File: src/rtl/cache_pkg.sv
// Shared types and default geometry for the read-cache refill controller.
package cache_pkg;

    // Default cache geometry; the modules take these as parameter defaults.
    localparam int N_WAYS      = 2;
    localparam int N_POW       = 4;
    localparam int TAG_BITS    = 21;
    localparam int INDEX_BITS  = 6;
    localparam int OFFSET_BITS = 5;
    localparam int LINE_BITS   = 256;
    localparam int ADDR_BITS   = TAG_BITS + INDEX_BITS + OFFSET_BITS;

    // Refill controller states.
    typedef enum logic [2:0] {
        IDLE,
        LOOKUP,
        MEM_REQ,
        MEM_WAIT,
        FILL,
        RESP
    } refill_state_t;

endpackage

File: src/rtl/cache_refill_ctrl_victim_select.sv
// Victim way selection: the lowest-indexed empty way wins, otherwise the
// per-set round-robin pointer is used. The pointer only moves when a victim
// that came from it is actually filled, which gives FIFO replacement.
module victim_select #(
    parameter int N_WAYS     = cache_pkg::N_WAYS,
    parameter int N_POW      = cache_pkg::N_POW,
    parameter int INDEX_BITS = cache_pkg::INDEX_BITS
) (
    input  logic                  clk,
    input  logic                  rst,
    input  logic [INDEX_BITS-1:0] index,
    input  logic [N_WAYS-1:0]     line_empty,
    input  logic                  advance,
    output logic [N_POW-1:0]      victim,
    output logic                  victim_from_ptr
);

    localparam int N_SETS = 1 << INDEX_BITS;

    logic [N_POW-1:0]  ptr_reg [N_SETS];
    logic [N_WAYS-1:0] first_empty;

    // One-hot marker of the lowest empty way: a way qualifies when it is empty
    // and no lower-indexed way is empty.
    generate
        for (genvar gi = 0; gi < N_WAYS; gi++) begin : g_first_empty
            localparam logic [N_WAYS-1:0] LOWER_MASK = N_WAYS'((1 << gi) - 1);
            assign first_empty[gi] = line_empty[gi] & ~(|(line_empty & LOWER_MASK));
        end
    endgenerate

    // Encode the chosen way; fall back to the set's pointer when the set is full.
    always_comb begin
        victim          = ptr_reg[index];
        victim_from_ptr = 1'b1;
        for (int i = 0; i < N_WAYS; i++) begin
            if (first_empty[i]) begin
                victim          = N_POW'(i);
                victim_from_ptr = 1'b0;
            end
        end
    end

    // Round-robin pointer table; advances by one and wraps at N_WAYS-1.
    always_ff @(posedge clk or posedge rst) begin
        if (rst) begin
            for (int s = 0; s < N_SETS; s++) begin
                ptr_reg[s] <= '0;
            end
        end else if (advance) begin
            if (ptr_reg[index] == N_POW'(N_WAYS - 1)) begin
                ptr_reg[index] <= '0;
            end else begin
                ptr_reg[index] <= ptr_reg[index] + N_POW'(1);
            end
        end
    end

endmodule

File: src/rtl/cache_refill_ctrl.sv
// Refill controller for the set-associative read cache. Accepts one CPU line
// read at a time, drives the tag-compare stage with the registered request
// fields, answers hits from the data array and services misses by fetching
// the line from memory and writing it into the chosen victim way.
module cache_refill_ctrl #(
    parameter int N_WAYS       = cache_pkg::N_WAYS,
    parameter int N_POW        = cache_pkg::N_POW,
    parameter int TAG_BITS     = cache_pkg::TAG_BITS,
    parameter int INDEX_BITS   = cache_pkg::INDEX_BITS,
    parameter int OFFSET_BITS  = cache_pkg::OFFSET_BITS,
    parameter int LINE_BITS    = cache_pkg::LINE_BITS,
    localparam int ADDR        = TAG_BITS + INDEX_BITS + OFFSET_BITS
) (
    input  logic                  clk,
    input  logic                  rst,
    // CPU request / response
    input  logic                  cpu_req_valid,
    output logic                  cpu_req_ready,
    input  logic [ADDR-1:0]       cpu_req_addr,
    output logic                  cpu_rsp_valid,
    input  logic                  cpu_rsp_ready,
    output logic [LINE_BITS-1:0]  cpu_rsp_data,
    // Tag-compare stage and arrays
    output logic [TAG_BITS-1:0]   lookup_tag,
    output logic [INDEX_BITS-1:0] lookup_index,
    input  logic                  hit,
    input  logic                  miss,
    input  logic [N_POW-1:0]      hit_way,
    input  logic [N_WAYS-1:0]     line_empty,
    input  logic [LINE_BITS-1:0]  rd_data,
    // Memory fetch
    output logic                  mem_req_valid,
    input  logic                  mem_req_ready,
    output logic [ADDR-1:0]       mem_req_addr,
    input  logic                  mem_rsp_valid,
    input  logic [LINE_BITS-1:0]  mem_rsp_data,
    // Array write
    output logic                  fill_en,
    output logic [N_POW-1:0]      fill_way,
    output logic [INDEX_BITS-1:0] fill_index,
    output logic [TAG_BITS-1:0]   fill_tag,
    output logic [LINE_BITS-1:0]  fill_data
);

    import cache_pkg::*;

    refill_state_t          state_reg;
    refill_state_t          state_next;
    logic [TAG_BITS-1:0]    lookup_tag_reg;
    logic [INDEX_BITS-1:0]  lookup_index_reg;
    logic [LINE_BITS-1:0]   buf_reg;
    logic [N_POW-1:0]       victim_reg;
    logic                   victim_ptr_reg;
    logic [N_POW-1:0]       sel_victim;
    logic                   sel_from_ptr;
    logic                   ptr_advance;

    // The byte offset is irrelevant for whole-line transfers, and the data
    // array already applies hit_way when it presents rd_data.
    logic unused_inputs;
    assign unused_inputs = ^{cpu_req_addr[OFFSET_BITS-1:0], hit_way};

    // Pointer only moves on the fill of a victim that the pointer itself chose.
    assign ptr_advance = (state_reg == FILL) && victim_ptr_reg;

    victim_select #(
        .N_WAYS     (N_WAYS),
        .N_POW      (N_POW),
        .INDEX_BITS (INDEX_BITS)
    ) u_victim_select (
        .clk             (clk),
        .rst             (rst),
        .index           (lookup_index_reg),
        .line_empty      (line_empty),
        .advance         (ptr_advance),
        .victim          (sel_victim),
        .victim_from_ptr (sel_from_ptr)
    );

    // State register.
    always_ff @(posedge clk or posedge rst) begin
        if (rst) begin
            state_reg <= IDLE;
        end else begin
            state_reg <= state_next;
        end
    end

    // Next-state and handshake outputs.
    always_comb begin
        state_next    = state_reg;
        cpu_req_ready = 1'b0;
        cpu_rsp_valid = 1'b0;
        mem_req_valid = 1'b0;
        fill_en       = 1'b0;
        case (state_reg)
            IDLE: begin
                cpu_req_ready = 1'b1;
                if (cpu_req_valid) begin
                    state_next = LOOKUP;
                end
            end
            LOOKUP: begin
                if (hit) begin
                    state_next = RESP;
                end else if (miss) begin
                    state_next = MEM_REQ;
                end
            end
            MEM_REQ: begin
                mem_req_valid = 1'b1;
                if (mem_req_ready) begin
                    state_next = MEM_WAIT;
                end
            end
            MEM_WAIT: begin
                if (mem_rsp_valid) begin
                    state_next = FILL;
                end
            end
            FILL: begin
                fill_en    = 1'b1;
                state_next = RESP;
            end
            RESP: begin
                cpu_rsp_valid = 1'b1;
                if (cpu_rsp_ready) begin
                    state_next = IDLE;
                end
            end
            default: begin
                state_next = IDLE;
            end
        endcase
    end

    // Request fields, line buffer and latched victim.
    always_ff @(posedge clk or posedge rst) begin
        if (rst) begin
            lookup_tag_reg   <= '0;
            lookup_index_reg <= '0;
            buf_reg          <= '0;
            victim_reg       <= '0;
            victim_ptr_reg   <= 1'b0;
        end else begin
            case (state_reg)
                IDLE: begin
                    if (cpu_req_valid) begin
                        lookup_tag_reg   <= cpu_req_addr[ADDR-1 -: TAG_BITS];
                        lookup_index_reg <= cpu_req_addr[OFFSET_BITS +: INDEX_BITS];
                    end
                end
                LOOKUP: begin
                    if (hit) begin
                        buf_reg <= rd_data;
                    end else if (miss) begin
                        victim_reg     <= sel_victim;
                        victim_ptr_reg <= sel_from_ptr;
                    end
                end
                MEM_WAIT: begin
                    if (mem_rsp_valid) begin
                        buf_reg <= mem_rsp_data;
                    end
                end
                default: begin
                end
            endcase
        end
    end

    assign lookup_tag   = lookup_tag_reg;
    assign lookup_index = lookup_index_reg;
    assign mem_req_addr = {lookup_tag_reg, lookup_index_reg, {OFFSET_BITS{1'b0}}};
    assign cpu_rsp_data = buf_reg;
    assign fill_way     = victim_reg;
    assign fill_index   = lookup_index_reg;
    assign fill_tag     = lookup_tag_reg;
    assign fill_data    = buf_reg;

endmodule
File: config.mk
export PLATFORM = sky130hd
export DESIGN_NAME = cache_refill_ctrl
export DESIGN_NICKNAME = d
export VERILOG_FILES = /design/src/rtl/cache_pkg.sv /design/src/rtl/cache_refill_ctrl_victim_select.sv /design/src/rtl/cache_refill_ctrl.sv
export SDC_FILE = /design/constraint.sdc
export NUM_CORES = 1
export LEC_CHECK = 0
export BUFFER_PORTS_ARGS = -buffer_cell sky130_fd_sc_hd__buf_2
export CORE_AREA = 2 2 450 452
export DETAILED_ROUTE_END_ITERATION = 10
export DIE_AREA = 0 0 452 454
export PLACE_DENSITY_LB_ADDON = 0.2
export SLEW_MARGIN = 20
export SYNTH_ARGS = -nofsm -noshare
export SYNTH_HDL_FRONTEND = slang
export SYNTH_SLANG_ARGS = --single-unit
File: constraint.sdc
create_clock -name clk -period 33.6 [get_ports clk]
set_input_delay 3.36 -clock clk [delete_from_list [all_inputs] [get_ports clk]]
set_output_delay 3.36 -clock clk [all_outputs]
set_load 0.05 [all_outputs]
# Word level (Yosys, flattened, before mapping)
# Cells that the tools add are included.
# totals
reg_bits	547
latch_bits	0
ramBits	0
romBits	0
in_bits	558
output_inout_bits	606
elab_cells	124
mem_count	0
# classes
n_addsub	1
mul	0
div_mod_pow	0
order_cmp	2
n_eq_ne	12
n_shift	0
muxes	25
bitwise_logic	6
n_reduce_logical	8
# ops
op	count
two-way mux 256 bit	3
one-hot mux 256 bit (2 select lines)	1
AND 256 bit	1
bitwise mux 256 bit	1
NOT 256 bit	1
binary-select mux 4 bit (select 6 bit)	1
demux 4 bit (select 6 bit)	1
two-way mux 4 bit	5
two-way mux 3 bit	6
one-hot mux 3 bit (6 select lines)	1
inequality test 2 bit (second input constant)	5
>= comparator 7 bit (second input constant)	1
less-than comparator 7 x 1 -> 1 bit (second input constant)	1
NOT 6 -> 7 bit	1
equality test 3 x 2 -> 1 bit (second input constant)	2
equality test 3 bit (second input constant)	2
two-way mux 1 bit	6
AND reduction 3 bit	2
AND reduction 5 bit	1
adder 4 x 1 -> 4 bit (second input constant)	1
equality test 4 x 1 -> 1 bit (second input constant)	1
equality test 3 x 1 -> 1 bit (second input constant)	1
zero test 3 bit	1
inequality test 3 bit (second input constant)	1
5 further kinds	7

# Depth between registers and ports, before layout
# Gate-level depths: netlist of the first run.
# depth
depth_word	8
ltp_mapped	18
mapped_depth_nobuf	11

# Cells and area by module
# A second synthesis of the first run with hierarchy kept.
# hier_totals
cells_unflattened	2585
area_unflattened_um2	28029.4
# by_module_without_submodules
module	n_inst	cells_per_inst	area_each_um2	seq_area_each_um2
cache_refill_ctrl	1	1296	15612.5	7282.0
victim_select	1	1289	12416.9	6406.1

# Worst setup path after synthesis of the first run
# Ideal clock, no wire load.
# synth_timing
path_kind	reg-to-output
startpoint	register state_reg[2]
endpoint	output port fill_en
t_arrival_ps	1797
required_time_ps	30240
setup_slack_ps	28443
path_stages_with_launch	4
path_buffers	1
cell_sequence	dfrtp_1 clkbuf_1 inv_1 nor3_1
# synth_between
elab_chain_len	2
# synth_lines
item	line	text
from (decl)	cache_refill_ctrl.sv:47	refill_state_t state_reg;
from (signal assigned)	cache_refill_ctrl.sv:85	state_reg <= state_next;
equality test 3 bit	cache_refill_ctrl.sv:96	case (state_reg)
two-way mux 1 bit	cache_refill_ctrl.sv:96	
to (decl)	cache_refill_ctrl.sv:38	output logic fill_en,
# Every way passes these cells.

# Worst setup path in the final report of the first run
# layout_timing
startpoint	input port hit
endpoint	register buf_reg[102], in the netlist cpu_rsp_data[102]
# layout_between
elab_chain_len	2
# layout_lines
item	line	text
from (decl)	cache_refill_ctrl.sv:26	input logic hit,
inequality test 2 bit (no line)	n/a	
AND reduction 3 bit (no line)	n/a	
to (signal assigned)	cache_refill_ctrl.sv:155	buf_reg <= rd_data;
to (signal assigned)	cache_refill_ctrl.sv:163	buf_reg <= mem_rsp_data;
to (decl)	cache_refill_ctrl.sv:51	logic [LINE_BITS-1:0] buf_reg;
# Every way passes these cells.
# A chain may end at the register's enable or synchronous reset.

==> results of run 1 <==
through the flow:
stage	instances	util	hold slack (ns)	setup slack (ns)
global placement	6101	0.174	0.458	25.99
floorplan	2726	-	0.442	14.95
finish	6318	0.188	0.474	26.63
CTS	6241	0.187	0.478	26.74
detailed placement	6101	0.174	0.466	25.97
global route	6270	0.188	0.508	26.30
cell type report:
cell class / instances / share of cell area
Antenna cell: 77 / 0.00509
Sequential cell: 547 / 0.362
Multi-Input combinational cell: 1672 / 0.310
Inverter: 8 / 0.000992
Tap cell: 2672 / 0.0883
Clock inverter: 26 / 0.0116
Timing Repair Buffer: 1202 / 0.163
Clock buffer: 114 / 0.0593
cells in the final DEF, fill, tap and decap left out, types with 20 or more instances in the layout:
cell       Yosys  routed
nor2_1        84      83
buf_4        318      51
a21boi_0      34      34
buf_2         29    1149
mux2i_1      288     288
mux4_2        24      24
mux2_2       166     166
clkbuf_8       0      20
diode_2        0      77
o31ai_2       50      50
a21oi_1       64      63
clkbuf_16      0      76
o21ai_0      348     348
nand2_1      402     401
dfrtp_1      547     544
layer usage:
metal	routed length [um]	part of all wire
met5	420	0.0024
met4	4600	0.026
met3	17700	0.099
met2	81100	0.46
met1	74100	0.42
where the power goes:
part	internal, uW	switching (uW)	total (uW)
registers	886	280	1170
clock network	520	358	879
logic	529	2050	2580
Yosys cell counts, drive strengths merged, types with 5 or more instances:
cell	count
nand3	16
a21boi	34
or4	5
nor3b	14
nor3	11
nor2	84
dfrtp	547
a22oi	18
mux2i	288
clkbuf	125
o211ai	5
mux2	167
a21oi	65
o31ai	66
nor2b	7
nand2	402
o2bb2ai	7
inv	7
and3	8
nand2b	7
a221oi	14
mux4	24
o21ai	350
buf	374
how the worst max path moves through the flow:
stage,to,depth (start not counted)
after global placement,cpu_rsp_data[108],8
after CTS,cpu_rsp_data[103],8
after global routing,cpu_rsp_data[132],8
after detailed placement,cpu_rsp_data[102],8
after floorplan,cpu_rsp_data[0],1
final,cpu_rsp_data[102],8
kinds of logic (layout without fill, tap and decap cells):
kind of cell               Yosys count  after routing  share of synthesized area
DFF                                547            547                      0.479
buffers and inverters              507           1350                      0.114
adders and majority gates            2              2                   0.000875
muxes                              479            479                      0.186
AOI/OAI and AO/OA                  598            598                      0.132
and+or+nand+nor                    588            588                     0.0886
other                                1             82                   0.000131
worst max-delay path, cell delays in order:
cell,delay (ns)
buf_2,0.12
mux2_2,0.28
nand2_4,0.44
buf_4,0.58
buf_4,0.59
buf_4,0.84
buf_12,0.59
o21ai_0,0.21
==> impl_metrics.tcl, run 1 <==
set metrics [dict create \
    status "complete, no violations" \
    crit_arrival_ns 7.48 \
    ys.flop_type "dfrtp_1" \
    finalHoldViolCount 0 \
    rr_endpoint "u_victim_select.ptr_reg[72]" \
    multiInputGateArea_sq_um 11700 \
    worstRegToRegCells 15 \
    remaining_drc_errors 0 \
    use_met1 0.205 \
    tightest_slew_ns 1.03 \
    r2r_start "fill_index[0]" \
    grt_pass1_vias 23400 \
    min_path_cells 2 \
    dieWidth_um 452 \
    fin_setup_tns_ns 0 \
    ioPinCount 1164 \
    p_per_area_nw_per_um2 122 \
    cap_violations 0 \
    cts_hold_buf 0 \
    postCtsSetupBuffers 0 \
    antenna_left 0 \
    dpl_cell_area_sq_um 35000 \
    viasPerCell 3.85 \
    path_clk_slew_ns 0.06 \
    synth_cell_types 70 \
    final-seq-area_sq_um 13700 \
    io_buffers 1149 \
    drt_first_pass_iters 7 \
    wl_per_cell_um 28.2 \
    netlist.area_leader.share 0.479 \
    die_h_um 454 \
    area_growth_pct 32.4 \
    wl_mm 178 \
    core-area_sq_um 201000 \
    path_max_fanout 224 \
    drt-initial-drc-count 1656 \
    grt_pass1_wl_mm 228 \
    rsz0062_at_grt "false" \
    syn_inst 2722 \
    ys_ff_latch 547 \
    critPathKind "primary input to register" \
    synth.cell_area_sq_um 28600 \
    grt_max_degree 225 \
    avgSynthCellArea_sq_um 10.5 \
    critPathCaptureType "register" \
    rows 165 \
    cts_resized 0 \
    cts_max_level 3 \
    slew_headroom 0.310 \
    maxSlewViolCount 0 \
    finClkSkew_ns 0.0381 \
    die-area_sq_um 205000 \
    insertion_delay_ns 0.71 \
    fill_cells 22400 \
    final_area_sq_um 37900 \
    grt.overflow.total 0 \
    place.gp.congestion 0.909 \
    final_nets 4066 \
    min_period_ns 6.97 \
    synth_edf_count 0 \
    power_uw 4630 \
    hold_path.startpoint "u_victim_select.ptr_reg[54]" \
    grt_usage 0.167 \
    met3_usage 0.0749 \
    ys_warn_count 0 \
    use_met2 0.264 \
    antenna_found_initial 127 \
    cts_tree "yes" \
    vdd_drop_max_mv 0.0813 \
    synth_area_leaders "dfrtp_1 48%, mux2i_1 10%, buf_4 8.4%" \
    yosysSeqAreaShare 0.479 \
    whs_endpoint "u_victim_select.ptr_reg[54]" \
    min_path_type "register to register" \
    cts_sinks 547 \
    dp_hpwl_mm 144 \
    via_count 24300 \
    crit_start "hit" \
    root_buffer "clkbuf_16" \
    timing.fmax_mhz 144 \
    start_kind "primary input" \
    ff2ff_setup_slack_ns 27.71 \
    start_util 0.142 \
    cts_buffers 75 \
    setup_viol 0 \
    p_leak_uw 0.0194 \
    drive_gt1_frac 0.446 \
    synth_top_cell_by_area "dfrtp_1" \
    synthArstFlopShare 1.00 \
    cts.path.max_buffers 3 \
    crit_required_ns 34.11 \
    period_share 0.207 \
    grt_busiest_layer "met2" \
]
No activity file was read; power rests on OpenSTA's default activity.
==> run 2, diff against run 1 <==
==> constraint.sdc (replaced) <==
create_clock -name clk -period 6.6 [get_ports clk]
set_input_delay 0.66 -clock clk [delete_from_list [all_inputs] [get_ports clk]]
set_output_delay 0.66 -clock clk [all_outputs]
set_load 0.05 [all_outputs]
==> run 2 against run 1 <==
Clock-buffer cell count rose by 5. Clock power rose to 5.0 times the previous value. Worst hold slack got worse by 0.32 ns. Setup slack got worse by 25 ns. Non-clock buffer count rose by 14. Combinational power rose to 5.2 times the previous value. Critical endpoint is now u_victim_select.ptr_reg[36]. Largest cell class unchanged. Largest power group unchanged. Highest routed layer unchanged.
==> impl_metrics.tcl, run 2 (same netlist as run 1, synthesis figures left out) <==
set metrics [dict create \
    setup_viol 0 \
    final_common_cell "buf_2" \
    path_clk_slew_ns 0.06 \
    area_growth_pct 32.8 \
    insertion_delay_ns 0.72 \
    dieWidth_um 452 \
    switching_power_uw 13800 \
    wl_mm 176 \
    cts_tree "yes" \
    start_util 0.142 \
    multiInputGateArea_sq_um 11700 \
    clkPwrFrac 0.186 \
    via_count 24300 \
    power_uw 23600 \
    max_stage_delay_ns 0.74 \
    final-seq-area_sq_um 13700 \
    grt_usage 0.165 \
    tightest_slew_ns 1.09 \
    final_nets 4084 \
    cts_sinks 547 \
    start_kind "register" \
    r2r_start "fill_index[1]" \
    drt-initial-drc-count 1648 \
    io_buffers 1149 \
    path_max_fanout 51 \
    cts_max_level 3 \
    final_cell_mix "1149 x buf_2, 544 x dfrtp_1, 401 x nand2_1" \
    crit_top_cell "buf_12" \
    p_leak_uw 0.0195 \
    seqPwrFrac 0.251 \
    critPathCaptureType "register" \
    viasPerCell 3.86 \
    die-area_sq_um 205000 \
    finalHoldViolCount 0 \
    cts_buffers 79 \
    dp_hpwl_mm 142 \
    grt_max_degree 197 \
    hold_ws_ns 0.155 \
    rsz0062_at_grt "false" \
    place.gp.congestion 0.831 \
    maxSlewViolCount 0 \
    grt_pass1_vias 23400 \
    swShare 0.582 \
    crit_required_ns 7.19 \
    worstRegToRegCells 14 \
    die_h_um 454 \
    critPathKind "register to register" \
    slew_headroom 0.254 \
    finClkSkew_ns 0.0457 \
    remaining_drc_errors 0 \
    cap_violations 0 \
    core-area_sq_um 201000 \
    crit_path_top_delay_cell "dfrtp_2" \
    hold_path.startpoint "cpu_req_addr[5]" \
    status "complete, no violations" \
    timing.fmax_mhz 206 \
    ioPinCount 1164 \
    period_share 0.734 \
    p_int_uw 9870 \
    crit_chain "buf_4 -> mux2_4 -> a221o_1 -> a22o_1 -> a221oi_2 -> and4_4 -> ha_1 -> inv_1 -> a211o_1 -> nor4b_4 -> buf_12 -> a21oi_2 -> buf_12 -> mux2_2" \
    vdd_drop_max_mv 0.430 \
    drive_gt1_frac 0.447 \
    p_per_area_nw_per_um2 622 \
    min_path_type "primary input to register" \
    min_path_cells 3 \
    rows 165 \
    drt_first_pass_iters 5 \
    grt_pass1_wl_mm 227 \
    grt.overflow.total 0 \
    wl_per_cell_um 27.9 \
    final_area_sq_um 38000 \
    dpl_cell_area_sq_um 35200 \
    crit_start "fill_index[1]" \
    min_period_ns 4.85 \
    pwr-share-comb 0.563 \
    root_buffer "clkbuf_16" \
    antenna_left 0 \
    crit_arrival_ns 5.43 \
    antenna_found_initial 127 \
    cts.path.max_buffers 3 \
    fill_cells 22300 \
]
## run 2: changes by cell type in the layout (fill, tap and decap cells not counted), sizes merged
cell / change
bufinv: -5
diode: -32
clkinv: +4
clkbuf: +5
buf: +13
dlygate4sd3: +1
## run 2: critical path: cells and delay by family, from the launching register on
kind | cells | cell delay, ns
buf+inv | 4 | 0.98
mux | 2 | 0.66
compound gates | 5 | 1.35
simple gates | 2 | 0.72
fa+ha+maj | 1 | 0.15
flops | 1 | 0.74
## run 2: through the flow
stage | instances | util | setup WS, ns | TNS [ns]
after floorplan | 2726 | - | -1.50 | -821.53
after global placement | 6114 | 0.175 | 1.75 | 0
after detailed placement | 6114 | 0.175 | 1.73 | 0
after CTS | 6259 | 0.188 | 1.71 | 0
after global routing | 6262 | 0.188 | 1.52 | 0
final | 6304 | 0.189 | 1.75 | 0
## run 2: path summary, 6_finish.rpt
path | endpoint | slack (ns)
setup / recovery | u_victim_select.ptr_reg[36] | 1.75
hold / removal | fill_index[0] | 0.16
setup reg to reg | u_victim_select.ptr_reg[36] | 1.75
hold reg to reg | fill_way[0] | 0.47
max in group asynchronous | cpu_rsp_data[124] | 4.45
min in group asynchronous | fill_tag[0] | 0.62
## run 2: routing by layer
| metal | wire length, um | track usage | vias to the layer above |
|---|---|---|---|
| met5 | 525 | 0.00117 | - |
| met4 | 4470 | 0.0396 | 82 |
| met3 | 19200 | 0.0748 | 297 |
| met2 | 80200 | 0.261 | 1091 |
| met1 | 71700 | 0.203 | 11900 |
| li1 | - | - | 10900 |
## run 2: final cells by class
class	count	area share
Sequential cell	547	0.361
Multi-Input combinational cell	1672	0.309
Timing Repair Buffer	1216	0.169
Tap cell	2672	0.0881
Clock buffer	119	0.0608
Clock inverter	25	0.00844
Antenna cell	45	0.00297
Inverter	8	0.000890
## run 2: what timing repair did
| item | CTS | global route |
|---|---|---|
| setup buffers | 0 | 0 |
| hold buffers | 1 | 0 |
| resized for setup | 0 | 0 |
| endpoints found under the hold margin | 12 | 0 |
## run 2: power by group through the flow
stage	clock network (uW)	logic [uW]	registers (uW)
global placement	0	13400	5970
CTS	4590	13400	5950
global route	4710	14000	6070
floorplan	0	7980	8140
finish	4390	13300	5920
detailed placement	0	13400	6000
==> run 3, diff against run 2 <==
--- a/config.mk
+++ b/config.mk
@@ -5,10 +5,11 @@
 export SDC_FILE = /design/constraint.sdc
 export NUM_CORES = 1
 export LEC_CHECK = 0
+export ABC_AREA = 1
 export BUFFER_PORTS_ARGS = -buffer_cell sky130_fd_sc_hd__buf_2
-export CORE_AREA = 2 2 450 452
+export CORE_AREA = 2 2 448 450
 export DETAILED_ROUTE_END_ITERATION = 10
-export DIE_AREA = 0 0 452 454
+export DIE_AREA = 0 0 450 452
 export PLACE_DENSITY_LB_ADDON = 0.2
 export SLEW_MARGIN = 20
 export SYNTH_ARGS = -nofsm -noshare
==> constraint.sdc (replaced) <==
create_clock -name clk -period 4.2 [get_ports clk]
set_input_delay 0.42 -clock clk [delete_from_list [all_inputs] [get_ports clk]]
set_output_delay 0.42 -clock clk [all_outputs]
set_load 0.05 [all_outputs]
==> run 3 against run 2 <==
Clock-buffer cell count decreased by 3. Sequential share of layout area decreased by 3.4 points. Die area decreased by 0.88%. Synthesized cell count increased by 37%. Non-clock buffer count increased by 414. Final area increased by 10%. First-iteration DRC count increased by 73%. Clock power increased by 55%. Combinational power increased by 76%. Maximum frequency increased by 35%. Area after synthesis decreased by 0.86%. Setup slack got worse by 1.1 ns. Highest routed layer unchanged.
==> impl_metrics.tcl, run 3 <==
set metrics [dict create \
    cts_sinks 547 \
    tightest_slew_ns 0.977 \
    worstRegToRegCells 20 \
    postCtsSetupBuffers 0 \
    insertion_delay_ns 0.72 \
    maxSlewViolCount 0 \
    hold_path.startpoint "rd_data[92]" \
    final_area_sq_um 41900 \
    final_common_cell "nand2_1" \
    synthArstFlopShare 1.00 \
    avgSynthCellArea_sq_um 7.63 \
    cts.path.max_buffers 3 \
    dpl_cell_area_sq_um 35400 \
    path_max_fanout 34 \
    period_share 0.855 \
    timing.fmax_mhz 279 \
    final_nets 5483 \
    io_buffers 1149 \
    synth_cell_types 35 \
    critPathKind "register to register" \
    vdd_drop_max_mv 0.761 \
    p_per_area_nw_per_um2 944 \
    path_clk_slew_ns 0.06 \
    status "complete, no violations" \
    cap_violations 0 \
    whs_endpoint "cpu_rsp_data[92]" \
    area_growth_pct 47.7 \
    wl_mm 216 \
    ioPinCount 1164 \
    place.gp.congestion 1.00 \
    grt.overflow.total 0 \
    cts_max_level 3 \
    antenna_found_initial 144 \
    final_cell_mix "1438 x nand2_1, 1149 x buf_2, 546 x dfrtp_1" \
    critPathCaptureType "register" \
    synth.cell_area_sq_um 28300 \
    syn_inst 3716 \
    finalHoldViolCount 0 \
    slew_headroom 0.332 \
    rows 164 \
    synth_top_cell_by_area "dfrtp_1" \
    netlist.area_leader.share 0.483 \
    ys_warn_count 0 \
    remaining_drc_errors 0 \
    dieWidth_um 450 \
    cts_hold_buf 375 \
    power_uw 39500 \
    rr_endpoint "u_victim_select.ptr_reg[141]" \
    start_kind "register" \
    finClkSkew_ns 0.0473 \
    r2r_start "fill_index[0]" \
    yosysSeqAreaShare 0.483 \
    min_period_ns 3.59 \
    cts_tree "yes" \
    grt_max_degree 120 \
    ys.flop_type "dfrtp_1" \
    dp_cells 7124 \
    start_util 0.143 \
    drt-initial-drc-count 2859 \
    instances_no_fill 7692 \
    synth_edf_count 0 \
    fin_setup_tns_ns 0 \
    drive_gt1_frac 0.287 \
    min_path_cells 3 \
    synth.most_common_cell "nand2_1" \
    crit_arrival_ns 4.20 \
    die-area_sq_um 203000 \
    via_count 30500 \
    synth_commonest_cells "1438 x nand2_1, 547 x dfrtp_1, 436 x nor2_1, 326 x buf_4, 257 x a31oi_1" \
    cts_buffers 78 \
    crit_required_ns 4.81 \
    drt_first_pass_iters 5 \
    grt_pass1_vias 29300 \
    rsz0062_at_grt "false" \
    viasPerCell 3.97 \
    dp_hpwl_mm 177 \
    synth_area_leaders "dfrtp_1 48%, nand2_1 19%, buf_4 8.6%" \
    hold_ws_ns 0.0627 \
    grt_usage 0.205 \
    grt_pass1_wl_mm 279 \
    ff2ff_setup_slack_ns 0.61 \
    root_buffer "clkbuf_16" \
    antenna_left 0 \
    p_leak_uw 0.0204 \
    wl_per_cell_um 28.1 \
    core-area_sq_um 199000 \
    min_path_type "primary input to register" \
    ys_ff_latch 547 \
    setup_viol 0 \
    fill_cells 22700 \
    die_h_um 452 \
    cts_resized 0 \
]
[run 3: changes by cell type after synthesis, sizes merged, moves of 29 or more]
cell    before   now
nand2      402  1441
o21ai      350   151
a31oi        4   257
mux2i      288     0
a21boi      34     0
clkbuf     125    96
nand3       16    52
nor2        84   443
inv          7   175
buf        374   411
o31ai       66     1
mux2       167    21
[run 3: critical path, stage by stage, from the launching register on]
cell	delay [ns]
dfrtp_4	0.51
inv_2	0.44
buf_12	0.31
nand2_1	0.07
nand2_1	0.08
nand2_1	0.05
nand2_1	0.10
nand2_1	0.06
nand2_1	0.07
nand2_1	0.08
nand2_1	0.11
nor2_1	0.06
nand2_1	0.17
inv_2	0.09
ha_1	0.23
nand3_2	0.10
nor2_4	0.05
buf_12	0.13
or2_2	0.35
buf_12	0.20
a21oi_1	0.14
[run 3: layout make-up]
| type | count | area [sq um] | share of cell area |
|---|---|---|---|
| timing repair buffer | 1630 | 10700 | 0.257 |
| inverter | 178 | 687 | 0.0164 |
| sequential | 547 | 13700 | 0.327 |
| tap | 2656 | 3320 | 0.0794 |
| antenna | 58 | 145 | 0.00347 |
| clock inverter | 19 | 245 | 0.00586 |
| multi-input combinational | 2488 | 10700 | 0.256 |
| clock buffer | 116 | 2310 | 0.0551 |
[run 3: kinds of logic after synthesis]
family / synth area share
and+or+nand+nor: 0.267
buffers and inverters: 0.140
DFF: 0.483
AOI/OAI and AO/OA: 0.100
muxes: 0.00834
adders and majority gates: 0.000883
other: 0.000132
xor gates and xnor gates: 0.000574
[run 3: metrics by stage]
step                      worst slack (ns)   util
after detailed placement             0.616  0.178
after CTS                            0.565  0.210
after global routing                 0.351  0.210
final                                0.610  0.211
after global placement               0.588  0.178
after floorplan                      -3.66      -
[run 3: routing by layer]
metal / part of all wire / global-route usage / wire length (um) / vias to the layer above
li1: - / - / - / 13900
met2: 0.46 / 0.328 / 98300 / 1188
met3: 0.075 / 0.0453 / 16100 / 287
met4: 0.032 / 0.0537 / 7010 / 18
met1: 0.44 / 0.277 / 94400 / 15100
met5: 0.00049 / 0 / 105 / -
[run 3: power by group]
part	total (uW)	internal, uW	switching [uW]
registers	9310	6890	2430
clock network	6790	3890	2900
logic	23400	5440	18000
total	39500	16200	23300
[run 3: worst max-delay path by stage]
stage / startpoint / to / slack [ns] / cells after the start
5_1_grt: state_reg[2] / cpu_rsp_data[3] / 0.35 / 9
4_1_cts: fill_index[0] / u_victim_select.ptr_reg[153] / 0.57 / 21
2_1_floorplan: rst / cpu_rsp_data[0] / -3.66 / 1
6_report: fill_index[0] / u_victim_select.ptr_reg[141] / 0.61 / 20
3_3_place_gp: fill_index[0] / u_victim_select.ptr_reg[53] / 0.59 / 21
3_5_place_dp: fill_index[0] / u_victim_select.ptr_reg[49] / 0.62 / 21
